### src/rtl/mips32_mem_dump_if.sv
// Memory read port and output word stream shared by the dump engine and its neighbours.
interface mips32_mem_dump_if #(
   parameter int unsigned ADDR_W = 10,
   parameter int unsigned DATA_W = 32
);
   logic              mem_rd_en;
   logic [ADDR_W-1:0] mem_addr;
   logic [DATA_W-1:0] mem_rd_data;
   logic              out_valid;
   logic              out_ready;
   logic [DATA_W-1:0] out_data;
   logic [ADDR_W-1:0] out_addr;

   // Dump engine side: drives reads and the output stream.
   modport master (
      output mem_rd_en, mem_addr, out_valid, out_data, out_addr,
      input  mem_rd_data, out_ready
   );

   // Memory / consumer side.
   modport slave (
      input  mem_rd_en, mem_addr, out_valid, out_data, out_addr,
      output mem_rd_data, out_ready
   );
endinterface

### src/rtl/mips32_mem_dump.sv
// Post-HALT readback engine: reads a word range from memory and streams it out with a checksum.
module mips32_mem_dump #(
   parameter int unsigned ADDR_W = 10,
   parameter int unsigned DATA_W = 32
) (
   input  logic                clk1,
   input  logic                rst,
   input  logic                start,
   input  logic [ADDR_W-1:0]   base_addr,
   input  logic [ADDR_W:0]     count,
   input  logic                halted,
   mips32_mem_dump_if.master   bus,
   output logic                busy,
   output logic                done,
   output logic                err,
   output logic [DATA_W-1:0]   checksum
);
   localparam int unsigned CNT_W = ADDR_W + 1;

   typedef enum logic [2:0] {
      IDLE, WAIT_HALT, READ, CAPTURE, OUT, FINISH
   } state_t;

   state_t            state_q, state_d;
   logic [ADDR_W-1:0] ptr_q, ptr_d;
   logic [CNT_W-1:0]  rem_q, rem_d;
   logic              mem_rd_en_q, mem_rd_en_d;
   logic [ADDR_W-1:0] mem_addr_q, mem_addr_d;
   logic              out_valid_q, out_valid_d;
   logic [DATA_W-1:0] out_data_q, out_data_d;
   logic [ADDR_W-1:0] out_addr_q, out_addr_d;
   logic              busy_q, busy_d;
   logic              done_q, done_d;
   logic              err_q, err_d;
   logic [DATA_W-1:0] chk_q, chk_d;
   logic              active;

   // Next-state and next-output computation; registered outputs track the state being entered.
   always_comb begin
      state_d     = state_q;
      ptr_d       = ptr_q;
      rem_d       = rem_q;
      out_valid_d = out_valid_q;
      out_data_d  = out_data_q;
      out_addr_d  = out_addr_q;
      err_d       = err_q;
      chk_d       = chk_q;
      mem_addr_d  = mem_addr_q;
      active      = (state_q == READ) || (state_q == CAPTURE) || (state_q == OUT);

      case (state_q)
         IDLE: begin
            if (start) begin
               ptr_d   = base_addr;
               rem_d   = count;
               chk_d   = '0;
               err_d   = 1'b0;
               state_d = (count == '0) ? FINISH : WAIT_HALT;
            end
         end
         WAIT_HALT: begin
            if (halted) state_d = READ;
         end
         READ: begin
            state_d = CAPTURE;
         end
         CAPTURE: begin
            out_data_d  = bus.mem_rd_data;
            out_addr_d  = ptr_q;
            out_valid_d = 1'b1;
            state_d     = OUT;
         end
         OUT: begin
            if (bus.out_ready) begin
               chk_d       = chk_q + out_data_q;
               ptr_d       = ptr_q + ADDR_W'(1);
               rem_d       = rem_q - CNT_W'(1);
               out_valid_d = 1'b0;
               state_d     = (rem_d != '0) ? READ : FINISH;
            end
         end
         FINISH: begin
            state_d = IDLE;
         end
         default: begin
            state_d = IDLE;
         end
      endcase

      // Losing HALTED mid-dump aborts: keep what was delivered, flag it, and stop reading.
      if (active && !halted) begin
         state_d     = FINISH;
         err_d       = 1'b1;
         out_valid_d = 1'b0;
         ptr_d       = ptr_q;
         rem_d       = rem_q;
         chk_d       = chk_q;
         out_data_d  = out_data_q;
         out_addr_d  = out_addr_q;
      end

      mem_rd_en_d = (state_d == READ);
      if (mem_rd_en_d) mem_addr_d = ptr_d;
      busy_d = (state_d != IDLE);
      done_d = (state_d == FINISH);
   end

   // State and output registers with asynchronous reset.
   always_ff @(posedge clk1 or posedge rst) begin
      if (rst) begin
         state_q     <= IDLE;
         ptr_q       <= '0;
         rem_q       <= '0;
         mem_rd_en_q <= 1'b0;
         mem_addr_q  <= '0;
         out_valid_q <= 1'b0;
         out_data_q  <= '0;
         out_addr_q  <= '0;
         busy_q      <= 1'b0;
         done_q      <= 1'b0;
         err_q       <= 1'b0;
         chk_q       <= '0;
      end else begin
         state_q     <= state_d;
         ptr_q       <= ptr_d;
         rem_q       <= rem_d;
         mem_rd_en_q <= mem_rd_en_d;
         mem_addr_q  <= mem_addr_d;
         out_valid_q <= out_valid_d;
         out_data_q  <= out_data_d;
         out_addr_q  <= out_addr_d;
         busy_q      <= busy_d;
         done_q      <= done_d;
         err_q       <= err_d;
         chk_q       <= chk_d;
      end
   end

   assign bus.mem_rd_en = mem_rd_en_q;
   assign bus.mem_addr  = mem_addr_q;
   assign bus.out_valid = out_valid_q;
   assign bus.out_data  = out_data_q;
   assign bus.out_addr  = out_addr_q;
   assign busy          = busy_q;
   assign done          = done_q;
   assign err           = err_q;
   assign checksum      = chk_q;
endmodule

### src/flat_wrapper.sv
// flat-port wrapper written by rule: the top's interface ports become plain ports
module mips32_mem_dump_flat 
#(
   parameter int unsigned ADDR_W = 10,
   parameter int unsigned DATA_W = 32
)
  (clk1, rst, start, base_addr, count, halted, busy, done, err, checksum, bus_mem_rd_en, bus_mem_addr, bus_out_valid, bus_out_data, bus_out_addr, bus_mem_rd_data, bus_out_ready);
  mips32_mem_dump_if #(.ADDR_W(ADDR_W), .DATA_W(DATA_W)) bus_i ();
  input  logic clk1;
  input  logic rst;
  input  logic start;
  input  logic [ADDR_W-1:0] base_addr;
  input  logic [ADDR_W:0] count;
  input  logic halted;
  output logic busy;
  output logic done;
  output logic err;
  output logic [DATA_W-1:0] checksum;
  output wire logic [$bits(bus_i.mem_rd_en)-1:0] bus_mem_rd_en;
  output wire logic [$bits(bus_i.mem_addr)-1:0] bus_mem_addr;
  output wire logic [$bits(bus_i.out_valid)-1:0] bus_out_valid;
  output wire logic [$bits(bus_i.out_data)-1:0] bus_out_data;
  output wire logic [$bits(bus_i.out_addr)-1:0] bus_out_addr;
  input wire logic [$bits(bus_i.mem_rd_data)-1:0] bus_mem_rd_data;
  input wire logic [$bits(bus_i.out_ready)-1:0] bus_out_ready;
  assign bus_mem_rd_en = bus_i.mem_rd_en;
  assign bus_mem_addr = bus_i.mem_addr;
  assign bus_out_valid = bus_i.out_valid;
  assign bus_out_data = bus_i.out_data;
  assign bus_out_addr = bus_i.out_addr;
  assign bus_i.mem_rd_data = bus_mem_rd_data;
  assign bus_i.out_ready = bus_out_ready;
  mips32_mem_dump #(.ADDR_W(ADDR_W), .DATA_W(DATA_W)) u_core (.clk1(clk1), .rst(rst), .start(start), .base_addr(base_addr), .count(count), .halted(halted), .bus(bus_i), .busy(busy), .done(done), .err(err), .checksum(checksum));
endmodule
### config.mk
export PLATFORM = sky130hd
export DESIGN_NAME = mips32_mem_dump_flat
export DESIGN_NICKNAME = d
export VERILOG_FILES = /design/src/rtl/mips32_mem_dump_if.sv /design/src/rtl/mips32_mem_dump.sv /design/src/flat_wrapper.sv
export SDC_FILE = /design/constraint.sdc
export NUM_CORES = 1
export LEC_CHECK = 0
export ABC_AREA = 1
export CORE_UTILIZATION = 52
export DETAILED_ROUTE_END_ITERATION = 8
export PLACE_DENSITY = 0.81
export SYNTH_ARGS = -nofsm -noshare
export SYNTH_HDL_FRONTEND = slang
export SYNTH_SLANG_ARGS = --single-unit
export TNS_END_PERCENT = 1
### constraint.sdc
create_clock -name clk1 -period 4.2 [get_ports clk1]
set_input_delay 0.63 -clock clk1 [delete_from_list [all_inputs] [get_ports clk1]]
set_output_delay 0.63 -clock clk1 [all_outputs]
set_load 0.01 [all_outputs]
* Yosys cells after proc, flatten, opt, wreduce, memory -nomap -nowiden
Cells that the tools add are included.
** Cells by class
- Add/subtract/negate cells :: 3
- $mul :: 0
- Divide/modulo/power cells :: 0
- Order comparisons :: 0
- Equality and inequality tests :: 9
- Shift operators :: 0
- Multiplexer cells :: 23
- Bitwise logic cells :: 1
- Reductions and logical operators :: 16
** Operators with widths (count)
- $mux W32 :: 2
- $pmux W32 S2 :: 1
- $add A32 B32 Y32 :: 1
- $mux W10 :: 3
- $mux W11 :: 2
- $pmux W11 S2 :: 1
- $pmux W10 S2 :: 1
- $mux W3 :: 6
- $pmux W3 S5 :: 1
- $logic_not A11 Y1 :: 1
- $reduce_bool A11 Y1 :: 1
- $sub A11 B1 Y11 const B :: 1
- $add A10 B1 Y10 const B :: 1
- $eq A3 B2 Y1 const B :: 3
- $eq A3 B3 Y1 const B :: 2
- $reduce_and A2 Y1 :: 3
- $reduce_bool A2 Y1 :: 3
- $reduce_bool A3 Y1 :: 2
- $mux W1 :: 5
- $ne A2 B2 Y1 const B :: 2
- $reduce_and A4 Y1 :: 1
- $eq A3 B1 Y1 const B :: 1
- $logic_not A3 Y1 :: 1
- $ne A3 B3 Y1 const B :: 1
- 5 further kinds :: 6
** Word-level totals
- Register bits after elaboration :: 113
- Latch bits :: 0
- Memory bits (writable) :: 0
- Memory bits (read-only) :: 0
- Input port bits :: 58
- Output and inout bits :: 89
- Logic and storage cells :: 64
- Memories kept :: 0

* Logic depth before layout (Yosys ltp)
Gate-level depths: netlist of run 1.
- Word-level depth :: 7
- Gate-level depth with buffers :: 15
- Gate-level depth less buffers :: 14

* Worst setup path before layout of run 1
No wires, ideal clock.
- Path kind :: reg-to-reg
- Start point :: reg u_core.out_data_q[0] (netlist: u_core.bus.out_data[0])
- End point :: reg u_core.chk_q[24] (netlist: u_core.checksum[24])
- Library setup time :: 76 ps
- Data arrival time :: 1931 ps
- Data required time :: 4124 ps
- Slack :: 2192 ps
- Cell stages (with the launch flop) :: 14
- Path buffers :: 0
- Clock period less this slack :: 2008 ps
- Cells stage by stage :: dfrtp_1 -> ha_1 -> fa_1 -> nand2_1 -> nand2_1 -> o21ai_0 -> o21ai_2 -> inv_1 -> o21ai_0 -> nand3_1 -> nand3_1 -> nand2_1 -> nand2_1 -> o21ai_1
** Between the ends
- Cells in the longest elaborated chain, start to end :: 3
** Ends and longest elaborated chain
- start, declared :: line mips32_mem_dump.sv:30 : logic [DATA_W-1:0] out_data_q, out_data_d;
- start signal, assigned :: line mips32_mem_dump.sv:130 : out_data_q <= out_data_d;
- $add A32 B32 Y32 :: line mips32_mem_dump.sv:75 : chk_d = chk_q + out_data_q;
- $mux W32 :: line mips32_mem_dump.sv:74 : if (bus.out_ready) begin
- $pmux W32 S2 :: line mips32_mem_dump.sv:51 : case (state_q)
- end signal, assigned :: line mips32_mem_dump.sv:135 : chk_q <= chk_d;
- end, declared :: line mips32_mem_dump.sv:35 : logic [DATA_W-1:0] chk_q, chk_d;
Every way passes these cells. The select of a mux whose other input is x is not followed.
A chain may end at the register's enable or synchronous reset.

* Worst setup path after layout of run 1
- Start point :: reg u_core.state_q[0]
- End point :: reg u_core.chk_q[2] (netlist: u_core.checksum[2])
** Between the ends
- Cells in the longest elaborated chain, start to end :: 6
- Elaborated cells between the ends (all ways) :: 13
- Classes of those cells :: 5 x eq/ne; 1 x mux; 1 x bitwise; 6 x reduce/logical
** Ends and longest elaborated chain
- start, declared :: line mips32_mem_dump.sv:24 : state_t state_q, state_d;
- start signal, assigned :: line mips32_mem_dump.sv:124 : state_q <= state_d;
- $eq A3 B2 Y1 :: line mips32_mem_dump.sv:49 : active = (state_q == READ) || (state_q == CAPTURE) || (state_q == OUT);
- $logic_or A1 B1 Y1 (2 in a row) :: line mips32_mem_dump.sv:49
- $logic_and A1 B1 Y1 :: line mips32_mem_dump.sv:91 : if (active && !halted) begin
- $not A1 Y1 (no line)
- $reduce_and A4 Y1 (no line)
Several ways; a longest one is shown, not always the timed one.

==> results of run 1 <==
final cells by class:
| cell class | instances | area [µm²] |
|---|---|---|
| fillers | 1076 | 3694 |
| multi-input cells | 653 | 3588 |
| flip-flops and latches | 113 | 2828 |
| repair buffers | 149 | 1496 |
| clock buffers | 19 | 442.9 |
| inverters | 77 | 292.8 |
| well taps | 172 | 215.2 |
| clock inverters | 12 | 165.2 |
cells in the final DEF, fill, tap and decap left out, drive strengths merged, types with 16 or more instances in the layout:
cell type      Yosys  layout
a21oi             56      56
clkbuf             4      19
clkdlybuf4s50      0     146
dfrtp            113     113
ha                34      34
inv               76      76
mux2              34      34
nand2            231     231
nand3             33      33
nand4             19      19
nor2              88      88
nor3              16      16
o21ai             88      88
power by group:
| group | total [mW] | switching [mW] | internal, mW |
|---|---|---|---|
| sequential | 1.95 | 0.402 | 1.55 |
| combinational | 3.25 | 1.84 | 1.41 |
| clock | 1.52 | 0.521 | 0.995 |
flip-flops by register name (all words and copies together) (netlist names):
signal	flops
u_core.bus.mem_rd_en	1
u_core.rem_q	11
u_core.ptr_q	10
u_core.bus.out_data	32
u_core.bus.out_valid	1
u_core.done	1
u_core.busy	1
u_core.checksum	32
u_core.bus.out_addr	10
u_core.state_q	3
u_core.bus.mem_addr	10
u_core.err	1
metal layers:
metal	up-vias	share of wire, %
li1	3222	-
met1	3113	41
met2	286	49
met3	44	7.1
met4	0	2.8
met5	-	0
worst paths after layout:
path	endpoint	slack (ns)	cells after the start	from
worst max-delay path	u_core.checksum[2]	1.34	8	u_core.state_q[0]
worst min-delay path	u_core.bus.mem_addr[6]	0.48	2	u_core.bus.mem_addr[6]
worst max register to register	u_core.checksum[2]	1.34	8	u_core.state_q[0]
worst min register to register	u_core.bus.mem_addr[6]	0.48	2	u_core.bus.mem_addr[6]
max in group asynchronous	u_core.checksum[11]	2.77	3	rst
min in group asynchronous	u_core.bus.out_data[1]	0.67	2	rst
cells by family after synthesis:
group                      synth area share, %
and+or+nand+nor                          24.54
muxes                                    5.583
adders and majority gates                6.495
AOI/OAI and AO/OA                        14.40
DFF                                      41.23
buffers and inverters                    6.477
xor gates and xnor gates                 1.277
worst min-delay path: stages (launching register included):
cell                      delay [ns]
sky130_fd_sc_hd__dfrtp_1        0.34
sky130_fd_sc_hd__nand2_1        0.05
sky130_fd_sc_hd__nand2_1        0.05
==> results list, run 1 <==
* Status: finished, final reports clean
- Number of flip-flops and latches in the synthesized netlist: 113
- Standard-cell rows: 41
* Placed insts: 1164
- The number of different library cells used by synthesis comes to 43.
* Kind of critical path: flop to flop
* Largest cells by area after synthesis: sky130_fd_sc_hd__dfrtp_1 41%, sky130_fd_sc_hd__nand2_1 12%, sky130_fd_sc_hd__ha_1 6.2%
- The Yosys step of the flow raised 0 warnings.
- Share of layout cells above drive strength 1: 8.895%
* Netlist area before placement: 6858 µm²
- Area after DPL: 8421 µm²
- Category of the worst setup path launch point: flop
- In the synthesized netlist the dominant register cell turns out to be sky130_fd_sc_hd__dfrtp_1.
* Number of placed I/O pins: 147
* Worst Path Arrival: 3.17 ns
- Entering global routing, the biggest net connects 60 pins.
- CTS Hold Bufs: 0
- Synth Area per Inst: ~7.9 µm²
* Most congested layer reported by global routing: met2
* Number of sinks on the clock net: 113
* Max_cap viols: 0
* Die outline area: 13650 µm²
* Final Net Count: 1104
* Sequential fraction of the synthesis area: 41.23%
* Max-slew violation total from the final report: 0
* Leakage component of the power: 4.192 nW
* Clock transition time at the flip-flop clock pins of the worst setup and hold paths: 0.06 ns
* Post-synthesis async set-or-reset flop share: 100.0%
* Pre-antenna DRT Iters: 5
- Count of buffering cells on the critical path with inverters included: 3
- In this run the tool buffered the top-level ports with 146 buffer cells.
- Time the final worst path needs with I/O delays and setup: 2.856 ns
* Residual DRC count: 0
* Routed length per instance: 15.92 µm
- Count of routing violations after the opening detailed-route iteration: ~430
* Setup clock skew after layout: 0.01195 ns
- Final Hold Slack: roughly 0.48 ns
* Detailed-route via count: 6665
- STA classifies the critical path endpoint as a flop.
- Setup violations remaining at the end of the flow were counted as 0.
- The first global-routing pass estimated 30.51 mm of wire.
* VDD IR-drop max: 0.3796 mV
- Total setup buffers inserted after CTS: 0
* Sum of negative setup slack: 0 ns
- Effective utilization at floorplan: between 50% and 60%
- Overall power: between 6 and 7 mW
- Via count of the first global-routing pass: 6343
* Cell Count, Final, Fillers Out: 1195
- The total count of hold-check failures in the final report was 0.
- Weighted congestion reported at the end of routability-driven placement: 0.9405
* Worst stage delay on the critical path: ~0.54 ns
- In the post-route analysis, the smallest setup slack over all paths is 1.344 ns.
* Residual antenna-violating net count after detailed routing: 0
- Mapped Nets: 958
- CTS H-tree depth: 4
* Clock buffer depth: 2
- For met3 alone, demand over resource in global routing was between 7 and 8%.
- Critical path's top delay family: simple AND/OR/NAND/NOR gates
* Power density relative to cell area: 743.7 nW/µm²
* Standard cell core area: 12720 µm²
* Ordered list of cells on the worst path: nor2_4, nand2_2, clkinv_2, nand2_1, inv_2, nand2_1, inv_1, a32o_1
- Required @ worst endpoint: 4.52 ns
- Setup slack at placement: 1.379 ns
- Total length of routed wires: 19.02 mm
* Most numerous cell in the Yosys netlist: sky130_fd_sc_hd__nand2_1
- Final core occ: 70.97%
- The number of antenna diodes in the final layout is 0.
- Most used cell, CP: sky130_fd_sc_hd__nand2_1
* Height of the die: 116.8 µm
- Clock root buffer master: sky130_fd_sc_hd__clkbuf_16
- Later-pin clock latency in the skew report: 0.43 ns
- Headroom to the max-slew limit came out at 25.90%.
- Number of antenna violations at the first check in global routing: 0
- With fillers left out, the area of the finished cells amounts to ~9000 µm².
- Commonest cells post-synth: 225 x sky130_fd_sc_hd__nand2_1, 113 x sky130_fd_sc_hd__dfrtp_1, 83 x sky130_fd_sc_hd__o21ai_0
- Critical Path Slowest Stage Cell: sky130_fd_sc_hd__nand2_1
* GRT met1 Usage: 35.78%
- Post-Synthesis Cells: 865
- Global routing consumed, over all layers together, between 20% and 30% of the routing resources.
- Global routing consumed, on the met2 layer, 49.27% of the routing resources.
- TritonCTS clock tree: built
- After legalization and detailed placement, the total HPWL measured 13.74 mm.
* Yosys top cell by area: sky130_fd_sc_hd__dfrtp_1
- The number of clock buffers added by TritonCTS is 17.
- For the pin with the worst max-slew slack, the measured transition is 1.108 ns.
- Yosys mapped a number of flops with a built-in enable equal to 0.
- Average vias per placed instance: 5.577
* Setup repair after global routing missed its margin: no
- Number of cells upsized or downsized after cts: 0
* Area share of the largest cell type after synthesis: 41.23%
- Final cycle utilization of the critical path: ~70%
* Max Fclk: about 350 MHz
* Post-synthesis to final-layout area growth: 31.65%
- Critical path fanouts, max: 20
- Horizontal extent of the die: 116.8 µm
- Type of the most critical hold path: flop to flop
- For this run the aggregate overflow at the end of global routing stands at 0.
No activity file was read; power rests on OpenSTA's default activity.
==> run 2: changes to the inputs <==
==> constraint.sdc (replaced) <==
create_clock -name clk1 -period 2.7 [get_ports clk1]
set_input_delay 0.405 -clock clk1 [delete_from_list [all_inputs] [get_ports clk1]]
set_output_delay 0.405 -clock clk1 [all_outputs]
set_load 0.01 [all_outputs]
==> run 2 against run 1 <==
  * Global-route usage rose by 0.058 points
  * Count of clock-buffer cells in the layout fell by 1
  * Flip-flop and latch count did not move
  * Hold slack got worse by 0.19 ns
  * Highest routed layer unchanged
  * Register-to-register slack got worse by 1.0 ns
  * Via count fell by 1.9%
  * Final cell count rose by 0.59%
  * Wire length fell by 1.2%
  * Die area did not move
  * Maximum frequency rose by 21%
  * Combinational power rose by 57%
==> results list, run 2 (synthesis results as in run 1) <==
* Overall power: approximately 10 mW
- Sequential Area: 2828 µm²
- Most common cell after layout, fill and taps aside: sky130_fd_sc_hd__nand2_1
- In this design, the critical path's most frequently occurring cell is sky130_fd_sc_hd__nand2_1.
* Horizontal extent of the die: 116.8 µm
- CTS Hold Bufs: 0
* Normalized max-slew margin: 63.74%
* Routed length per instance: roughly 16 µm
* Height of the die: 116.8 µm
- Combined area of the multi-input logic cells: 3588 µm²
* Origin of the critical flop-to-flop path: u_core.checksum[0]
- Reg2reg setup slack: 0.33 ns
* Setup violators final: 0
* Status: finished, final reports clean
- Ordered list of cells on the worst path: ha_1, fa_1, nand2_1, nand2_1, o21ai_0, o21ai_2, a21o_1, nand2_1, nand2_1, nand2_1, nand2_1, o21ai_0
- During placement, the flow inserted port buffers numbering 146.
- Power density relative to cell area: 1128 nW/µm²
- Max-slew violation total from the final report: 0
* Sum of overflow across all layers after global routing: 0
- Setup clock skew after layout: 0.01329 ns
* Count of endpoints failing hold in the final timing report: 0
- Detailed-route via count: 6536
* Setup repair after global routing missed its margin: no
* Final Net Count: 1111
- Total length of routed wires: 18.79 mm
* Sum of negative setup slack: 0 ns
- The number of cells on the worst reg-to-reg path is 12.
- Pre-antenna DRT Iters: 5
* Maximum number of pins on one net before global-route repair: around 100
- roughly 150 I/O pins were placed.
* Number of antenna violations at the first check in global routing: 0
- Type of the most critical hold path: primary input to async pin
- Dividing the detail-routed via count by the number of cells gives 5.438.
- Final core occ: 71.00%
- Max_cap viols: 0
* Total GRT Usage: between 20% and 30%
* Number of cells upsized or downsized after cts: 0
* Endpoint of the most critical register-to-register path: u_core.checksum[18]
- Via count of the first global-routing pass: roughly 6.4k
- Clock buffer depth: 2
- The worst setup path is launched from a flop.
- Standard-cell rows: 41
- Data on the critical path is required at its endpoint by approximately 3.0 ns.
- Clock transition time at the flip-flop clock pins of the worst setup and hold paths: around 0.060 ns
* Final cycle utilization of the critical path: 87.63%
* Global-route wire length before repair: 30.55 mm
- Clock tree synthesis found a total of 113 sinks.
- Along the worst path, the maximum fanout reaches 4.
* Effective utilization at floorplan: 53.90%
* Min setup slack post-route: 0.3340 ns
- Count of routing violations after the opening detailed-route iteration: 356
- Share of layout cells above drive strength 1: around a tenth
- Standard cell core area: 12720 µm²
- The worst-case IR drop observed on VDD is 0.5973 mV.
- For this run, design rule violations remaining after detail routing come to 0.
- Antenna diode instance count: 0
* Endpoint class of the critical path: flop
- The largest individual stage delay along the critical path comes from the cell sky130_fd_sc_hd__dfrtp_1.
- The top cell types in the final layout, fill and taps aside, are 224 x sky130_fd_sc_hd__nand2_1, 146 x sky130_fd_sc_hd__clkdlybuf4s50_1, 113 x sky130_fd_sc_hd__dfrtp_1, 83 x sky130_fd_sc_hd__o21ai_0, 81 x sky130_fd_sc_hd__nor2_1.
- Later-pin clock latency in the skew report: around 0.43 ns
- Worst stage delay on the critical path: 0.40 ns
- Weighted congestion reported at the end of routability-driven placement: between 0.9 and 1
* CTS H-tree depth: 4
- In this run the post-CTS setup repair buffer count came out at 0.
- Fill cell instance count of the final layout: 1093
* Actual slew at the worst max-slew pin: 0.5382 ns
- At the placement stage, the worst setup path has a slack of ~0.34 ns.
- Post-synthesis to final-layout area growth: 31.71%
* Kind of critical path: flop to flop
* Residual antenna-violating net count after detailed routing: 0
- Dpl hpwl: between 10 and 15 mm
* Max Fclk: 422.7 MHz
- At the worst endpoint, the arrival time is 2.68 ns.
* Time the final worst path needs with I/O delays and setup: 2.366 ns
- CTS placed an instance of sky130_fd_sc_hd__clkbuf_16 at the clock tree root.
- For this design the static power due to leakage is 4.188 nW.
* Number of CTS-inserted buffers: 17
* Die outline area: approximately 14000 µm²
* TritonCTS clock tree: built
run 2: how the worst max path moves through the flow:
stage,from,to,slack [ns]
floorplan,u_core.bus.out_data[0],u_core.checksum[24],0.69
global placement,u_core.checksum[0],u_core.checksum[24],0.38
detailed placement,bus_out_ready,u_core.bus.mem_addr[9],0.34
CTS,u_core.bus.out_data[0],u_core.checksum[18],0.33
global route,u_core.checksum[0],u_core.checksum[18],0.07
finish,u_core.checksum[0],u_core.checksum[18],0.33
run 2: layer usage:
layer	track usage [%]	share of wire, %	wire (µm)
met3	7.158	7.5	1414
met2	50.18	49	9167
met1	35.56	41	7730
met5	0	0	0
met4	12.83	2.5	473
run 2: per-stage QoR:
| stage | instance area [µm²] | hold slack, ns | instances |
|---|---|---|---|
| floorplan | 6862 | 0.5054 | 865 |
| global placement | 8487 | 0.4608 | 1171 |
| detailed placement | 8487 | 0.4605 | 1171 |
| CTS | 9032 | 0.2924 | 1202 |
| global route | 9032 | 0.3178 | 1202 |
| finish | 9032 | 0.2887 | 1202 |
run 2: power breakdown:
part | total (mW) | internal, mW | switching [mW] | leakage [nW]
combinational | 5.11 | 2.23 | 2.89 | 2.47
sequential | 3.02 | 2.41 | 0.615 | 1.45
clock | 2.06 | 1.20 | 0.852 | 0.260
total | 10.2 | 5.84 | 4.35 | 4.19
run 2: area by class of cell:
cell class	count	area share, %
Clock buffer	18	4.862
Tap cell	172	2.383
Sequential cell	113	31.31
Multi-Input combinational cell	653	39.73
Clock inverter	13	1.177
Inverter	77	3.255
Timing Repair Buffer	156	17.29
run 2: critical path: cells and delay by family (launching register included):
kind | cells | cell delay, ns
flops | 1 | 0.40
fa+ha+maj | 2 | 0.60
simple gates | 6 | 0.40
compound gates | 4 | 0.86
==> run 3: changes to the inputs <==
--- a/config.mk
+++ b/config.mk
@@ -6,9 +6,10 @@
 export NUM_CORES = 1
 export LEC_CHECK = 0
 export ABC_AREA = 1
-export CORE_UTILIZATION = 52
+export CORE_UTILIZATION = 50
 export DETAILED_ROUTE_END_ITERATION = 8
-export PLACE_DENSITY = 0.81
+export PLACE_DENSITY = 0.79
+export RECOVER_POWER = 100
 export SYNTH_ARGS = -nofsm -noshare
 export SYNTH_HDL_FRONTEND = slang
 export SYNTH_SLANG_ARGS = --single-unit
==> run 3 against run 2 <==
  * Design area grew 0.71%
  * Largest power group unchanged
  * First-iteration DRC count shrank 1.1%
  * Critical path depth shrank 3
  * Combinational power shrank 4.5%
  * Hold slack gained 0.19 ns
  * Global-route usage shrank 1.5 points
  * Clock power grew 11%
==> results list, run 3 (synthesis results as in run 1) <==
* Status: finished, final reports clean
- The number of antenna violations at the first check in global routing is 0.
- Count of routing violations after the opening detailed-route iteration: 352
- Routed length per instance: 15.36 µm
- Height of the die: 119.1 µm
- Setup violators final: 0
- Global-route wire length before repair: 31.25 mm
- Origin of the critical flop-to-flop path: u_core.state_q[0]
- Via count of the first global-routing pass: 6543
- Time the final worst path needs with I/O delays and setup: 2.470 ns
* Ordered list of cells on the worst path: nor2_4, nand2_1, a21o_1, nand2_8, nor3_4, inv_1, clkbuf_4, nand2_1, o21ai_0
- Entering global routing, the biggest net connects 39 pins.
* Dpl hpwl: 14.12 mm
- Setup repair after global routing left no endpoint under its margin.
- The H-tree generated during clock tree synthesis spans 4 levels.
- Total setup buffers inserted after CTS: 0
* Sum of overflow across all layers after global routing: 0
- Switching pwr: about 4.3 mW
- Max_cap viols: 0
* Setup clock skew after layout: 0.008252 ns
* Clock root buffer master: sky130_fd_sc_hd__clkbuf_16
- Total GRT Usage: 27.91%
- After detailed routing, the number of remaining DRC violations is 0.
* Launch point of the critical path: u_core.state_q[0]
- In this run, post-CTS hold repair placed 0 buffers.
* Normalized max-slew margin: about a third
- The largest single stage delay on the critical path is between 0.4 and 0.5 ns.
- The internal portion of the total power is ~5.9 mW.
- Gates resized during post-CTS repair numbered 0.
- Sum of negative setup slack: 0 ns
- TritonCTS clock tree: built
- In this run, CTS created clock tree buffers numbering 17.
- STA classifies the critical path endpoint as a flop.
- By instance count, the cell type seen most on the critical path is sky130_fd_sc_hd__nand2_1.
* Standard cell core area: between 10000 and 15000 µm²
* Power density relative to cell area: 1116 nW/µm²
* VDD IR-drop max: 0.6324 mV
- Category of the worst setup path launch point: flop
- Later-pin clock latency in the skew report: 0.42 ns
* Critical Path Slowest Stage Cell: sky130_fd_sc_hd__nand2_1
* Number of sinks on the clock net: 113
- Most congested layer reported by global routing: met2
* Die outline area: 14190 µm²
- Final Net Count: between 1k and 1.5k
- The share of total power dissipated in sequential elements is 29.4%.
* Critical path's top delay family: simple AND/OR/NAND/NOR gates
- Critical path fanouts, max: 32
* Kind of critical path: flop to flop
- At the pin with the least slew margin, the transition time is 1.022 ns.
- Commonest cells after routing, fill and taps aside: 225 x sky130_fd_sc_hd__nand2_1, 113 x sky130_fd_sc_hd__dfrtp_1, 90 x sky130_fd_sc_hd__dlygate4sd3_1, 84 x sky130_fd_sc_hd__o21ai_0, 82 x sky130_fd_sc_hd__nor2_1
* Share of layout cells above drive strength 1: 9.556%
- After detailed routing, the total wire length is 18.62 mm.
- The detail route stage leaves a number of antenna-violating nets equal to 0.
- The worst hold path begins at u_core.bus.mem_addr[4].
- The placed instances occupy a cell area of 8542 µm².
* Detailed-route via count: 6622
* Horizontal extent of the die: 119.1 µm
* Clock share of power: 22.5%
* Final cycle utilization of the critical path: slightly above 90%
- Fraction of power consumed by combinational cells: 48.1%
* Final Instance Area: 9096 µm²
- Routability-driven placement finished with a final weighted congestion of 0.9291.
- Clock buffer depth: 2
- Net switching is 42.08% of the power.
- Required @ worst endpoint: 3.02 ns
* Global-route met3 utilization: 5.987%
* GR Layer Usage met2: 46.62%
- The initial utilization of the core area, before any placement, comes to between 50% and 60%.
- Clock-pin slew was measured on the worst setup and hold paths at 0.06 ns.
* Number of placed I/O pins: 147
- Type of the most critical hold path: flop to flop
* Pre-antenna DRT Iters: 5
- The repair_antennas step left the layout with diodes totalling 0.
- Worst Path Arrival: 2.79 ns
- Dividing the detail-routed via count by the number of cells gives 5.464.
- Port buffering added between 100 and 150 buffers.
* Count of endpoints failing hold in the final timing report: 0
- Post-synthesis to final-layout area growth: 32.64%
- Max-slew violation total from the final report: 0
* Max Fclk: 404.9 MHz
* Standard-cell rows: 42
- Leaving out fill and tap cells, the most frequent cell in the layout is sky130_fd_sc_hd__nand2_1.
* Count of buffering cells on the critical path with inverters included: 2
- Leakage component of the power: 4.424 nW
- In the global route stage, met1 resource usage came out at 33.98%.
run 3: cell types whose count changed in the layout (fill, tap and decap cells not counted), sizes merged:
cell,previous run,this run
bufinv,0,3
clkinv,7,8
clkbuf,18,24
dlygate4sd3,0,90
buf,10,8
clkdlybuf4s50,146,56
inv,79,77
run 3: layout make-up:
class	instances	area (µm²)
flip-flops and latches	113	2828
well taps	176	220.2
repair buffers	161	1572
clock buffers	17	425.4
multi-input cells	653	3576
clock inverters	15	183.9
fillers	1090	4199
inverters	77	291.5
run 3: per-layer routing:
layer	wire length (µm)	part of all wire [%]	up-vias
met5	0	0	-
met4	634	3.4	0
met3	1131	6.1	49
met2	8976	48	243
met1	7880	42	3088
li1	-	-	3242
run 3: worst paths after layout:
check                                           to  slack, ns  cells past startpoint
hold reg to reg             u_core.bus.mem_addr[4]       0.47                      2
min in group asynchronous   u_core.bus.out_data[3]       0.63                      2
setup / recovery                u_core.checksum[4]       0.23                      9
hold / removal              u_core.bus.mem_addr[4]       0.47                      2
setup reg to reg                u_core.checksum[4]       0.23                      9
max in group asynchronous  u_core.bus.out_data[29]       0.63                      3
run 3: through the flow:
step | setup slack, ns | utilization (%) | hold slack, ns | cells | power, mW
after floorplan | 0.6924 | - | 0.5054 | 865 | 6.082
final | 0.2300 | 68.42 | 0.4737 | 1212 | 10.15
after detailed placement | 0.3132 | 64.25 | 0.4637 | 1180 | 8.071
after global routing | 0.02988 | 68.42 | 0.4992 | 1212 | 10.93
after global placement | 0.3619 | 64.25 | 0.4613 | 1180 | 7.982
after CTS | 0.2722 | 68.83 | 0.4068 | 1212 | 10.44
run 3: worst min-delay path: stages (launching register included):
cell and delay (ns):
sky130_fd_sc_hd__dfrtp_1 0.34, sky130_fd_sc_hd__nand2_1 0.05, sky130_fd_sc_hd__nand2_1 0.04
run 3: power groups by stage:
stage	sequential, mW	clock (mW)	combinational (mW)
floorplan	3.14	0	2.94
global placement	3.01	0	4.98
detailed placement	3.02	0	5.05
CTS	3.01	2.32	5.10
global route	3.09	2.41	5.43
finish	2.98	2.29	4.88
